==> src/rtl/sa_tile_sequencer.sv <==
// Sequencer for one 8x8 systolic-array tile: buffer fetch, edge skew, bias load, result collection.
// Optional build macro SA_SEQ_WATCHDOG_EN adds a WAIT_OUT timeout that aborts with err_o.
module sa_tile_sequencer #(
    parameter int DATA_WIDTH = 8,
    parameter int ROW_NUM    = 8,
    parameter int COL_NUM    = 8,
    parameter int INTER_NUM  = 8,
    parameter int AW         = 8,
    parameter int TIMEOUT    = 64
) (
    input  logic                          clk,
    input  logic                          nrst,
    input  logic                          start_i,
    input  logic [AW-1:0]                 a_base_i,
    input  logic [AW-1:0]                 w_base_i,
    input  logic [AW-1:0]                 bias_base_i,
    input  logic [AW-1:0]                 out_base_i,
    output logic                          busy_o,
    output logic                          done_o,
    output logic                          err_o,
    output logic                          a_rd_en_o,
    output logic [AW-1:0]                 a_rd_addr_o,
    input  logic [DATA_WIDTH*ROW_NUM-1:0] a_rd_data_i,
    output logic                          w_rd_en_o,
    output logic [AW-1:0]                 w_rd_addr_o,
    input  logic [DATA_WIDTH*COL_NUM-1:0] w_rd_data_i,
    output logic                          b_rd_en_o,
    output logic [AW-1:0]                 b_rd_addr_o,
    input  logic [DATA_WIDTH*ROW_NUM-1:0] b_rd_data_i,
    output logic                          sa_iv_o,
    output logic                          sa_mac_iv_o,
    output logic                          sa_bias_iv_o,
    output logic [DATA_WIDTH*ROW_NUM-1:0] row_A_o,
    output logic [DATA_WIDTH*COL_NUM-1:0] col_W_o,
    output logic [DATA_WIDTH*ROW_NUM-1:0] bias_col_o,
    input  logic                          sa_ov_i,
    input  logic [DATA_WIDTH*COL_NUM-1:0] psum_i,
    output logic                          res_wr_en_o,
    output logic [AW-1:0]                 res_wr_addr_o,
    output logic [DATA_WIDTH*COL_NUM-1:0] res_wr_data_o
);

    localparam int MAC_LEN = INTER_NUM + ROW_NUM + COL_NUM - 2;
    // One counter serves the feed/drain window, bias beats, write index and watchdog.
    localparam int CNT_MAX = (MAC_LEN + 2 > TIMEOUT) ? MAC_LEN + 2 : TIMEOUT;
    localparam int CW      = $clog2(CNT_MAX + 1);

    localparam logic [CW-1:0] FEED_LAST = CW'(INTER_NUM - 1);
    localparam logic [CW-1:0] MAC_FIRST = CW'(2);
    localparam logic [CW-1:0] MAC_LAST  = CW'(MAC_LEN + 1);
    localparam logic [CW-1:0] BIAS_RDS  = CW'(COL_NUM);
    localparam logic [CW-1:0] COL_LAST  = CW'(COL_NUM - 1);
`ifdef SA_SEQ_WATCHDOG_EN
    localparam logic [CW-1:0] WD_LAST   = CW'(TIMEOUT - 1);
`endif

    typedef enum logic [2:0] {
        S_IDLE,
        S_FEED,
        S_DRAIN,
        S_BIAS,
        S_WAIT_OUT,
        S_WRITE,
        S_DONE
    } state_t;

    state_t          state_reg, state_next;
    logic [CW-1:0]   cnt_reg, cnt_next;
    logic [AW-1:0]   a_base_reg, a_base_next;
    logic [AW-1:0]   w_base_reg, w_base_next;
    logic [AW-1:0]   b_base_reg, b_base_next;
    logic [AW-1:0]   o_base_reg, o_base_next;
    logic            err_reg, err_next;
    logic            a_en_d_reg, w_en_d_reg, b_en_d_reg;
    logic [DATA_WIDTH*ROW_NUM-1:0] a_stage_reg;
    logic [DATA_WIDTH*COL_NUM-1:0] w_stage_reg;
    logic            mac_window;

    always_ff @(posedge clk or negedge nrst) begin
        if (!nrst) begin
            state_reg   <= S_IDLE;
            cnt_reg     <= '0;
            a_base_reg  <= '0;
            w_base_reg  <= '0;
            b_base_reg  <= '0;
            o_base_reg  <= '0;
            err_reg     <= 1'b0;
            a_en_d_reg  <= 1'b0;
            w_en_d_reg  <= 1'b0;
            b_en_d_reg  <= 1'b0;
            a_stage_reg <= '0;
            w_stage_reg <= '0;
        end else begin
            state_reg   <= state_next;
            cnt_reg     <= cnt_next;
            a_base_reg  <= a_base_next;
            w_base_reg  <= w_base_next;
            b_base_reg  <= b_base_next;
            o_base_reg  <= o_base_next;
            err_reg     <= err_next;
            a_en_d_reg  <= a_rd_en_o;
            w_en_d_reg  <= w_rd_en_o;
            b_en_d_reg  <= b_rd_en_o;
            // Only beats that were actually read enter the skew; idle lanes carry zeros.
            a_stage_reg <= a_en_d_reg ? a_rd_data_i : '0;
            w_stage_reg <= w_en_d_reg ? w_rd_data_i : '0;
        end
    end

    assign mac_window = (cnt_reg >= MAC_FIRST) && (cnt_reg <= MAC_LAST);

    always_comb begin
        state_next    = state_reg;
        cnt_next      = cnt_reg;
        a_base_next   = a_base_reg;
        w_base_next   = w_base_reg;
        b_base_next   = b_base_reg;
        o_base_next   = o_base_reg;
        err_next      = err_reg;
        busy_o        = (state_reg != S_IDLE);
        done_o        = 1'b0;
        err_o         = err_reg;
        a_rd_en_o     = 1'b0;
        a_rd_addr_o   = '0;
        w_rd_en_o     = 1'b0;
        w_rd_addr_o   = '0;
        b_rd_en_o     = 1'b0;
        b_rd_addr_o   = '0;
        sa_iv_o       = 1'b0;
        sa_mac_iv_o   = 1'b0;
        sa_bias_iv_o  = 1'b0;
        bias_col_o    = '0;
        res_wr_en_o   = 1'b0;
        res_wr_addr_o = '0;
        res_wr_data_o = '0;
        case (state_reg)
            S_IDLE: begin
                if (start_i) begin
                    a_base_next = a_base_i;
                    w_base_next = w_base_i;
                    b_base_next = bias_base_i;
                    o_base_next = out_base_i;
                    err_next    = 1'b0;
                    cnt_next    = '0;
                    state_next  = S_FEED;
                end
            end
            S_FEED: begin
                sa_iv_o     = 1'b1;
                sa_mac_iv_o = mac_window;
                a_rd_en_o   = 1'b1;
                w_rd_en_o   = 1'b1;
                a_rd_addr_o = a_base_reg + AW'(cnt_reg);
                w_rd_addr_o = w_base_reg + AW'(cnt_reg);
                cnt_next    = cnt_reg + 1'b1;
                if (cnt_reg == FEED_LAST) begin
                    state_next = S_DRAIN;
                end
            end
            S_DRAIN: begin
                sa_iv_o     = 1'b1;
                sa_mac_iv_o = mac_window;
                cnt_next    = cnt_reg + 1'b1;
                if (cnt_reg == MAC_LAST) begin
                    cnt_next   = '0;
                    state_next = S_BIAS;
                end
            end
            S_BIAS: begin
                sa_iv_o = 1'b1;
                if (cnt_reg < BIAS_RDS) begin
                    b_rd_en_o   = 1'b1;
                    b_rd_addr_o = b_base_reg + AW'(cnt_reg);
                end
                // Strobe follows the read by one cycle so it lines up with returned data.
                sa_bias_iv_o = b_en_d_reg;
                bias_col_o   = b_en_d_reg ? b_rd_data_i : '0;
                cnt_next     = cnt_reg + 1'b1;
                if (cnt_reg == BIAS_RDS) begin
                    cnt_next   = '0;
                    state_next = S_WAIT_OUT;
                end
            end
            S_WAIT_OUT: begin
                sa_iv_o = 1'b1;
                if (sa_ov_i) begin
                    res_wr_en_o   = 1'b1;
                    res_wr_addr_o = o_base_reg;
                    res_wr_data_o = psum_i;
                    cnt_next      = CW'(1);
                    state_next    = (COL_NUM == 1) ? S_DONE : S_WRITE;
                end
`ifdef SA_SEQ_WATCHDOG_EN
                else begin
                    cnt_next = cnt_reg + 1'b1;
                    if (cnt_reg == WD_LAST) begin
                        err_next   = 1'b1;
                        state_next = S_DONE;
                    end
                end
`endif
            end
            S_WRITE: begin
                sa_iv_o = 1'b1;
                if (sa_ov_i) begin
                    res_wr_en_o   = 1'b1;
                    res_wr_addr_o = o_base_reg + AW'(cnt_reg);
                    res_wr_data_o = psum_i;
                    cnt_next      = cnt_reg + 1'b1;
                    if (cnt_reg == COL_LAST) begin
                        state_next = S_DONE;
                    end
                end else begin
                    err_next   = 1'b1;
                    state_next = S_DONE;
                end
            end
            S_DONE: begin
                done_o     = 1'b1;
                state_next = S_IDLE;
            end
            default: state_next = S_IDLE;
        endcase
    end

    // Lane gi of each edge is delayed gi cycles beyond the common stage register.
    for (genvar gi = 0; gi < ROW_NUM; gi++) begin : g_a_skew
        if (gi == 0) begin : g_direct
            assign row_A_o[0 +: DATA_WIDTH] = a_stage_reg[0 +: DATA_WIDTH];
        end else begin : g_delay
            logic [DATA_WIDTH-1:0] dly_reg [gi];
            always_ff @(posedge clk or negedge nrst) begin
                if (!nrst) begin
                    for (int i = 0; i < gi; i++) dly_reg[i] <= '0;
                end else begin
                    dly_reg[0] <= a_stage_reg[gi*DATA_WIDTH +: DATA_WIDTH];
                    for (int i = 1; i < gi; i++) dly_reg[i] <= dly_reg[i-1];
                end
            end
            assign row_A_o[gi*DATA_WIDTH +: DATA_WIDTH] = dly_reg[gi-1];
        end
    end

    for (genvar gi = 0; gi < COL_NUM; gi++) begin : g_w_skew
        if (gi == 0) begin : g_direct
            assign col_W_o[0 +: DATA_WIDTH] = w_stage_reg[0 +: DATA_WIDTH];
        end else begin : g_delay
            logic [DATA_WIDTH-1:0] dly_reg [gi];
            always_ff @(posedge clk or negedge nrst) begin
                if (!nrst) begin
                    for (int i = 0; i < gi; i++) dly_reg[i] <= '0;
                end else begin
                    dly_reg[0] <= w_stage_reg[gi*DATA_WIDTH +: DATA_WIDTH];
                    for (int i = 1; i < gi; i++) dly_reg[i] <= dly_reg[i-1];
                end
            end
            assign col_W_o[gi*DATA_WIDTH +: DATA_WIDTH] = dly_reg[gi-1];
        end
    end

endmodule

==> config.mk <==
export PLATFORM = sky130hd
export DESIGN_NAME = sa_tile_sequencer
export DESIGN_NICKNAME = d
export VERILOG_FILES = /design/src/rtl/sa_tile_sequencer.sv
export SDC_FILE = /design/constraint.sdc
export NUM_CORES = 1
export LEC_CHECK = 0
export ABC_AREA = 1
export CAP_MARGIN = 20
export CORE_AREA = 2 2 231 233
export DETAILED_ROUTE_END_ITERATION = 7
export DIE_AREA = 0 0 233 235
export PLACE_DENSITY_LB_ADDON = 0.08
export SLEW_MARGIN = 5
export SYNTH_ARGS = -nofsm -noshare
export SYNTH_HDL_FRONTEND = slang
export SYNTH_SLANG_ARGS = --single-unit
==> constraint.sdc <==
create_clock -name clk -period 1.9 [get_ports clk]
set_input_delay 0.38 -clock clk [delete_from_list [all_inputs] [get_ports clk]]
set_output_delay 0.38 -clock clk [all_outputs]
set_load 0.1 [all_outputs]
==> results of run 1 <==
## area by class of cell
cell class | count | area share (%)
Tap cell | 688 | 2.45
Multi-Input combinational cell | 804 | 17.0
Timing Repair inverter | 2 | 0.0640
Antenna cell | 2 | 0.0142
Inverter | 192 | 2.16
Clock buffer | 80 | 4.79
Timing Repair Buffer | 780 | 28.7
Clock inverter | 25 | 0.648
Sequential cell | 621 | 44.2
## per-layer routing
layer | track usage (%) | share of wire (%)
met1 | 25.9 | 36
met2 | 42.2 | 54
met3 | 5.34 | 5.7
met4 | 10.3 | 4.8
met5 | 0 | 0.074
## kinds of logic after synthesis
family | Yosys count
adder cells (fa/ha/maj) | 34
flip-flops | 621
AND/OR/NAND/NOR | 698
XOR/XNOR | 1
buffers and inverters | 357
AO/OA/AOI/OAI | 71
## worst register-to-register path: stages, from the launching register on
cell and delay [ns]:
dfrtp_2 0.47, buf_6 0.14, buf_6 0.10, buf_6 0.10, buf_6 0.13, ha_4 0.16, nand2_2 0.07, inv_2 0.04
buf_4 0.14, nand3_1 0.08, nand2_2 0.08, nand2_1 0.10, nand3_2 0.10, nand2_2 0.07, nand2_2 0.04
## worst paths after layout
check,end,cells after the start,start
max in group asynchronous,w_stage_reg[27],4,nrst
min in group clk,w_stage_reg[39],3,w_rd_data_i[39]
max reg2reg,cnt_reg[4],14,cnt_reg[1]
max,res_wr_addr_o[4],9,cnt_reg[3]
min reg2reg,g_a_skew[6].g_delay.dly_reg[15],0,g_a_skew[6].g_delay.dly_reg[23]
min,row_A_o[36],2,nrst
## power by group through the flow
stage | clock (mW) | combinational (mW) | sequential [mW]
floorplan | 0 | 0.287 | 13.5
global placement | 0 | 1.37 | 13.5
detailed placement | 0 | 1.39 | 13.5
CTS | 11.7 | 1.48 | 13.3
global route | 12.3 | 1.66 | 13.3
finish | 11.3 | 1.51 | 13.3
## synth_stat cells
cell and instances:
dfrtp_1 621, nand2_1 459, inv_1 186, nor2_1 175
buf_4 115, nand3_1 44, a21oi_1 33, ha_1 30
clkbuf_1 28, o21ai_0 17, buf_2 11, buf_6 11
inv_2 6, nand4_1 6, nor2_2 5, o21a_1 5
fa_1 4, nor2_4 4, o21ai_1 4, a31oi_1 3
a21boi_0 2, a21o_1 2, o22ai_1 2, nand2_2 1
nand3_2 1, nand3b_1 1, nor3_1 1, o211ai_1 1
o21ai_2 1, o21bai_1 1, or2_2 1, xor2_1 1
## timing repair
action	4_1_cts	5_1_grt
pin swaps	86	80
buffers inserted	45	30
endpoints found under the setup margin	169	177
resized for setup	206	122
hold buffers	1	0
endpoints found under the hold margin	33	0
gates cloned	15	0
==> qor.yml, run 1 <==
run_status:
  outcome: "finished with violations"
  violations: "setup timing"
grt:
  grt_usage_pct: 23.3
  grt_max_degree: 66
  grt_remaining_overflow: 0
  grt_pass1_vias: 15502
  grt_antenna_before_repair: 6
  grt_pass1_wl_um: 94600
clocking:
  htreeDepth: 2
  root_buffer: "clkbuf_16"
  clk-insertion-delay-late_ns: 0.59
  clk_path_buf_depth: 3
  cts_buffers: 57
  cts.clk_slew.worst_paths_ns: 0.06
  clock_sinks: 621
  cts_tree: "yes"
setup_path:
  required_ns: 1.52
  critical_path.slowest_cell: "dfrtp_2"
  startpoint_type: "flip-flop"
  max_stage_delay_ns: 0.52
  crit_path_end_kind: "output pin"
  cp_max_fo: 5
  rrSetupSlack_ns: -0.03
  cp.arrival_ns: 2.33
  crit_family: "buffers and inverters"
  critPathBufInv: 4
  path_class: "flip-flop to output pin"
  cp_cell_sequence: "ha_4 -> buf_4 -> nand3_4 -> nand2_4 -> buf_4 -> buf_6 -> o21ai_4 -> nand2_4 -> buf_12"
die:
  die_h_um: 235
  die_width_um: 233
  rows: 84
  core-area_mm2: 0.0522
  pin_count: 590
  initial_core_util_pct: 40.2
  dieArea_mm2: 0.0548
cells_and_area:
  multi_input_area_mm2: 0.00597
  final_common_cell: "dfrtp_1"
  regArea_mm2: 0.0156
  area_growth_pct: 67.3
  layout.nets: 2784
  fillers: 3665
  instances_no_fill: 3194
  design_area_mm2: 0.0352
  final_cell_mix: "dfrtp_1 (611), nand2_1 (407), clkdlybuf4s50_1 (289)"
  layout-drive-gt1-share_pct: 37.7
  fin_util_pct: 67.3
power_and_ir_drop:
  sequentialPowerShare_pct: 50.9
  p_sw_share_pct: 21.3
  powerDensity_mw_per_mm2: 744
  p_total_mw: 26.1
  p_sw_mw: 5.57
  pwr-share-clk_pct: 43.3
  ir_drop_mv: 0.730
  pwr-share-comb_pct: 5.8
  leakage_nw: 17.4
  p_int_mw: 20.6
timing:
  fin_crit_ns: 2.71
  fin_skew_ns: 0.0113
  worst_slew_pin_slew_ns: 0.591
  rsz0062_at_grt: "yes"
  final_hold_viol_count: 0
  fin_crit_sh_pct: 143
  drv_slew: 0
  setup_viol: 170
  finalWorstSetupSlack_ns: -0.811
  hold_slack_ns: 0.278
  setup_tns_ns: -81.32
  relSlewSlack_pct: 60.5
  max_freq_mhz: 369
placement:
  post-dp-hpwl_um: 46200
  portBuffers: 589
  dpl_cell_area_mm2: 0.0312
  dp_cells: 3022
  dp_slack_ns: -0.232
  place.gp.congestion: 0.891
yosys:
  yosysSeqAreaShare_pct: 74.0
  muxShareOfSynthArea_pct: 0
  yosysUniqueCellTypes: 32
  synth_seq_cells: 621
  synth_top_family_by_area: "simple AND/OR/NAND/NOR gates"
  synth_compound_area_share_pct: 1.87
  avgSynthCellArea_um2: 11.8
  synth_fp_nets: 2108
  synth_xor_area_share_pct: 0.0417
  synthCells: 1782
  yosys.area_share.simple_pct: 13.1
  netlist_area_mm2: 0.0210
  synth_area_leaders: "dfrtp_1 (74%), nand2_1 (8.2%), buf_4 (4.1%)"
  synth_area_leader_cell: "dfrtp_1"
  synth_top_area_share_pct: 74.0
  synthAdderAreaFrac_pct: 2.17
  synth_warnings: 0
route:
  dr.pass1.iters: 4
  ant_nets: 0
  wirelength_um: 62500
  vias: 14213
  drc_errors: 0
  wire_per_inst_um: 19.6
  drt-initial-drc-count: 622
  vias_per_cell: 4.45
worst_hold_path:
  hold_class: "input port to async pin"
flow_run:
  maxCapViolations: 0
Note: power is estimated with default switching activity, not from simulation.
==> run 2, diff against run 1 <==
--- a/config.mk
+++ b/config.mk
@@ -7,9 +7,10 @@
 export LEC_CHECK = 0
 export ABC_AREA = 1
 export CAP_MARGIN = 20
-export CORE_AREA = 2 2 231 233
+export CORE_MARGIN = 2
+export CORE_UTILIZATION = 30
 export DETAILED_ROUTE_END_ITERATION = 7
-export DIE_AREA = 0 0 233 235
+export GPL_TIMING_DRIVEN = 0
 export PLACE_DENSITY_LB_ADDON = 0.08
 export SLEW_MARGIN = 5
 export SYNTH_ARGS = -nofsm -noshare
==> run 2 against run 1 <==
Critical path type unchanged; clock skew increased by 0.0024 ns; utilization shrank 16 points; the flow still finishes with violations (setup timing); combinational power shrank 6%; fmax is 2.2% lower; wire length shrank 5.0%; die area is 32% higher; non-clock buffer count is 133 higher; first-iteration DRC count grew 9.5%; critical path depth rose by 2; sequential power about the same; power up 5.0%; worst setup slack worse by 0.060 ns.
==> qor.yml, run 2 (synthesis results as in run 1) <==
run_status:
  outcome: "finished with violations"
  violations: "setup timing"
timing:
  finalWorstSetupSlack_ns: -0.872
  setup_viol: 360
  drv_slew: 0
  relSlewSlack_pct: 55.1
  hold_slack_ns: 0.230
  setup_tns_ns: -153.15
  fin_skew_ns: 0.0136
  final_hold_viol_count: 0
  worst_slew_pin_slew_ns: 0.674
  max_freq_mhz: 361
  rsz0062_at_grt: "yes"
  fin_crit_sh_pct: 146
  fin_crit_ns: 2.77
grt:
  grt_pass1_wl_um: 89000
  grt_pass1_vias: 15474
  grt_antenna_before_repair: 7
  grt_max_degree: 117
  grt_usage_pct: 16.3
  grt_remaining_overflow: 0
setup_path:
  startpoint_type: "flip-flop"
  path_class: "flip-flop to output pin"
  cp_cell_sequence: "buf_8 -> inv_2 -> fa_2 -> inv_2 -> nand3_2 -> nand2_2 -> nand2_2 -> nand3b_1 -> nand3_2 -> nand2_8 -> buf_12"
  cp_max_fo: 5
  crit_path_end_kind: "output pin"
  max_stage_delay_ns: 0.45
  reg2reg_depth: 10
  cp.arrival_ns: 2.39
  critical_path.slowest_cell: "dfrtp_4"
  crit_family: "simple AND/OR/NAND/NOR gates"
  rrSetupSlack_ns: 0.02
  required_ns: 1.52
  r2r-start: "cnt_reg[3]"
  r2r_end: "cnt_reg[0]"
  critPathBufInv: 4
die:
  die_h_um: 269
  dieArea_mm2: 0.0722
  rows: 97
  initial_core_util_pct: 30.2
  die_width_um: 269
  pin_count: 590
  core-area_mm2: 0.0697
cells_and_area:
  final_common_cell: "dfrtp_1"
  instances_no_fill: 3583
  design_area_mm2: 0.0359
  layout.nets: 2919
  area_growth_pct: 70.9
  fin_util_pct: 51.5
  final_cell_mix: "dfrtp_1 (613), nand2_1 (421), clkdlybuf4s50_1 (289)"
  layout-drive-gt1-share_pct: 39.1
clocking:
  clk-insertion-delay-late_ns: 0.60
  cts_buffers: 61
  htreeDepth: 2
  cts_tree: "yes"
  cts.clk_slew.worst_paths_ns: 0.06
  root_buffer: "clkbuf_16"
  clock_sinks: 621
  clk_path_buf_depth: 3
worst_hold_path:
  min_from: "sa_ov_i"
  min_to: "err_o"
  whs_path_depth: 4
  hold_class: "input port to flip-flop"
placement:
  post-dp-hpwl_um: 40700
  dp_slack_ns: -1.42
  portBuffers: 588
  place.gp.congestion: 0.860
  dp_cells: 3317
  dpl_cell_area_mm2: 0.0297
route:
  ant_nets: 0
  wire_per_inst_um: 16.6
  wirelength_um: 59400
  drt-initial-drc-count: 681
  vias: 14683
  dr.pass1.iters: 4
  drc_errors: 0
  vias_per_cell: 4.10
power_and_ir_drop:
  ir_drop_mv: 0.691
  p_total_mw: 27.5
  powerDensity_mw_per_mm2: 765
  leakage_nw: 18.1
flow_run:
  maxCapViolations: 0
==> run 2: per-layer routing <==
metal	GRT usage, %	up-vias	routed length, um
li1	-	6875	-
met1	18.3	7249	21400
met2	29.2	444	31600
met3	4.70	107	4410
met4	5.98	8	1960
met5	0	-	53
==> run 2: power by group <==
group / internal, mW / switching (mW) / total [mW] / leakage [nW]
combinational: 0.767 / 0.648 / 1.42 / 8.43
clock: 7.71 / 5.03 / 12.7 / 1.06
sequential: 13.3 / 0.0384 / 13.3 / 8.61
total: 21.7 / 5.71 / 27.5 / 18.1
==> run 2: area by class of cell <==
type	count	area, um2
clock inverter	27	433
fill	6063	33800
inverter	192	758
buffer	160	1300
clock buffer	84	1720
sequential	621	15600
timing repair buffer	753	9180
multi-input combinational	804	5770
tap	940	1180
antenna	2	5.00
==> run 2: worst max path at each step <==
stage / cells past startpoint / from / slack (ns) / endpoint
6_report: 11 / cnt_reg[1] / -0.87 / res_wr_addr_o[6]
5_1_grt: 8 / cnt_reg[0] / -1.0 / b_rd_addr_o[6]
4_1_cts: 11 / cnt_reg[0] / -0.94 / res_wr_addr_o[6]
3_5_place_dp: 11 / cnt_reg[0] / -1.42 / res_wr_addr_o[6]
3_3_place_gp: 1 / nrst / -28.41 / cnt_reg[4]
2_1_floorplan: 6 / cnt_reg[3] / -0.29 / a_rd_addr_o[4]
==> run 2: timing repair <==
item,4_1_cts,5_1_grt
hold buffers,2,1
buffers inserted,104,48
endpoints found under the hold margin,91,207
resized for setup,2372,156
setup endpoints to repair,402,484
gates cloned,11,4
pin swaps,70,74
==> run 2: worst register-to-register path: stages (launching register included) <==
cell and delay (ns):
dfrtp_4 0.58, buf_4 0.19, buf_4 0.15, inv_4 0.08
nand4_1 0.19, buf_4 0.20, buf_4 0.14, nand3_1 0.07
nand3_1 0.07, nand2_1 0.06, nand2_1 0.04
==> run 3, diff against run 2 <==
--- a/config.mk
+++ b/config.mk
@@ -6,10 +6,12 @@
 export NUM_CORES = 1
 export LEC_CHECK = 0
 export ABC_AREA = 1
+export ABC_CLOCK_PERIOD_IN_PS = 1900
 export CAP_MARGIN = 20
 export CORE_MARGIN = 2
 export CORE_UTILIZATION = 30
 export DETAILED_ROUTE_END_ITERATION = 7
+export GPL_ROUTABILITY_DRIVEN = 0
 export GPL_TIMING_DRIVEN = 0
 export PLACE_DENSITY_LB_ADDON = 0.08
 export SLEW_MARGIN = 5
==> run 3 against run 2 <==
The flow finishes with violations (hold timing, setup timing); global-route usage shrank 0.38 points; non-clock buffer count down 13; first-iteration DRC count up 22%; critical path depth shrank 4; worst hold slack worse by 0.51 ns; flip-flop and latch count is the same; worst setup slack got worse by 0.058 ns; sequential power barely moved; wire length down 0.90%; die area unchanged.
==> qor.yml, run 3 (synthesis results as in run 1) <==
run_status:
  outcome: "finished with violations"
  violations: "hold timing, setup timing"
power_and_ir_drop:
  sequentialPowerShare_pct: 49.0
  leakage_nw: 17.9
  p_int_mw: 21.4
  p_total_mw: 27.1
  p_sw_mw: 5.71
  ir_drop_mv: 0.764
  pwr-share-comb_pct: 5.1
  powerDensity_mw_per_mm2: 762
  pwr-share-clk_pct: 45.9
  p_sw_share_pct: 21.0
timing:
  relSlewSlack_pct: 57.8
  drv_slew: 0
  setup_tns_ns: -94.21
  fin_crit_sh_pct: 149
  rsz0062_at_grt: "yes"
  finalWorstSetupSlack_ns: -0.930
  fin_skew_ns: 0.0246
  final_hold_viol_count: 72
  fin_crit_ns: 2.83
  hold_slack_ns: -0.276
  setup_viol: 169
  worst_slew_pin_slew_ns: 0.633
  max_freq_mhz: 353
placement:
  dp_slack_ns: -1.42
  post-dp-hpwl_um: 40200
  portBuffers: 588
die:
  die_width_um: 269
  initial_core_util_pct: 30.2
  die_h_um: 269
  core-area_mm2: 0.0697
  rows: 97
  pin_count: 590
  dieArea_mm2: 0.0722
cells_and_area:
  layout.nets: 2906
  fillers: 6107
  layout-drive-gt1-share_pct: 38.7
  area_growth_pct: 69.6
  final_common_cell: "dfrtp_1"
  final_cell_mix: "dfrtp_1 (613), nand2_1 (422), clkdlybuf4s50_1 (289)"
setup_path:
  required_ns: 1.52
  startpoint_type: "flip-flop"
  cp_max_fo: 4
  path_class: "flip-flop to output pin"
  crit_path_end_kind: "output pin"
  cp.arrival_ns: 2.45
clocking:
  cts_buffers: 61
  cts_tree: "yes"
  cts.clk_slew.worst_paths_ns: 0.06
  clk-insertion-delay-late_ns: 0.61
  clock_sinks: 621
  htreeDepth: 2
  root_buffer: "clkbuf_16"
  clk_path_buf_depth: 3
route:
  wire_per_inst_um: 16.5
  ant_nets: 0
  wirelength_um: 58800
  dr.pass1.iters: 5
  vias_per_cell: 4.11
  drt-initial-drc-count: 832
  drc_errors: 0
  vias: 14677
grt:
  grt_remaining_overflow: 0
  grt_pass1_vias: 15352
  grt_usage_pct: 15.9
  grt_max_degree: 117
  grt_antenna_before_repair: 6
  grt_pass1_wl_um: 87300
worst_hold_path:
  hold_class: "input port to async pin"
flow_run:
  maxCapViolations: 0
==> run 3: changes by cell type in the layout (fill, tap and decap cells not counted), moves of 4 or more <==
cell,delta
buf_12,-5
buf_2,-40
buf_4,+13
buf_6,-9
buf_8,-5
clkbuf_4,+38
inv_2,+4
inv_6,+4
==> run 3: final cells by class <==
| cell class | instances | area (um2) | area share, % |
|---|---|---|---|
| antenna | 3 | 7.51 | 0.0211 |
| buffer | 157 | 1240 | 3.49 |
| clock buffer | 81 | 1700 | 4.78 |
| clock inverter | 29 | 424 | 1.19 |
| inverter | 192 | 741 | 2.08 |
| multi-input combinational | 804 | 5730 | 16.1 |
| sequential | 621 | 15600 | 43.7 |
| tap | 940 | 1180 | 3.30 |
| timing repair buffer | 743 | 9050 | 25.4 |
==> run 3: worst paths after layout <==
| check | start | end | slack [ns] | cells past startpoint |
|---|---|---|---|---|
| max | cnt_reg[0] | b_rd_addr_o[6] | -0.93 | 7 |
| min | nrst | col_W_o[33] | -0.28 | 1 |
| max reg2reg | state_reg[1] | b_base_reg[4] | 0.04 | 10 |
| min reg2reg | g_w_skew[6].g_delay.dly_reg[11] | col_W_o[51] | 0.34 | 0 |
| max in group asynchronous | nrst | col_W_o[46] | 0.38 | 4 |
| min in group clk | sa_ov_i | err_o | 0.19 | 4 |
==> run 3: worst max-delay path, stage by stage, from the launching register on <==
cell and delay, ns:
dfrtp_2 0.49, buf_12 0.16, ha_4 0.16, fa_2 0.45
nand4_1 0.13, a21oi_1 0.12, nor2_4 0.11, buf_12 0.18
==> run 3: what timing repair did <==
item | CTS | global route
gates cloned | 7 | 4
hold endpoints to repair | 72 | 72
gates resized for setup | 2272 | 305
buffers inserted | 96 | 57
endpoints found under the setup margin | 310 | 255
pin swaps | 53 | 84
==> run 3: per-stage QoR <==
step,std cells,utilization [%],area [um2]
global placement,3310,42.4,29500
global route,3569,51.1,35600
finish,3570,51.2,35600
detailed placement,3317,42.6,29700
CTS,3528,49.4,34400
floorplan,1782,-,22500
==> run 3: power by group through the flow <==
stage	sequential, mW	clock, mW	combinational, mW
floorplan	13.5	0	0.287
global placement	13.6	0	1.15
detailed placement	13.5	0	1.27
CTS	13.3	13.0	1.35
global route	13.3	13.6	1.53
finish	13.3	12.5	1.38
==> run 3: layer usage <==
metal | track usage, % | vias up | wire length (um)
li1 | - | 6859 | -
met1 | 17.8 | 7252 | 21100
met2 | 28.9 | 463 | 31800
met3 | 4.64 | 99 | 4240
met4 | 5.09 | 4 | 1700
met5 | 0 | - | 23
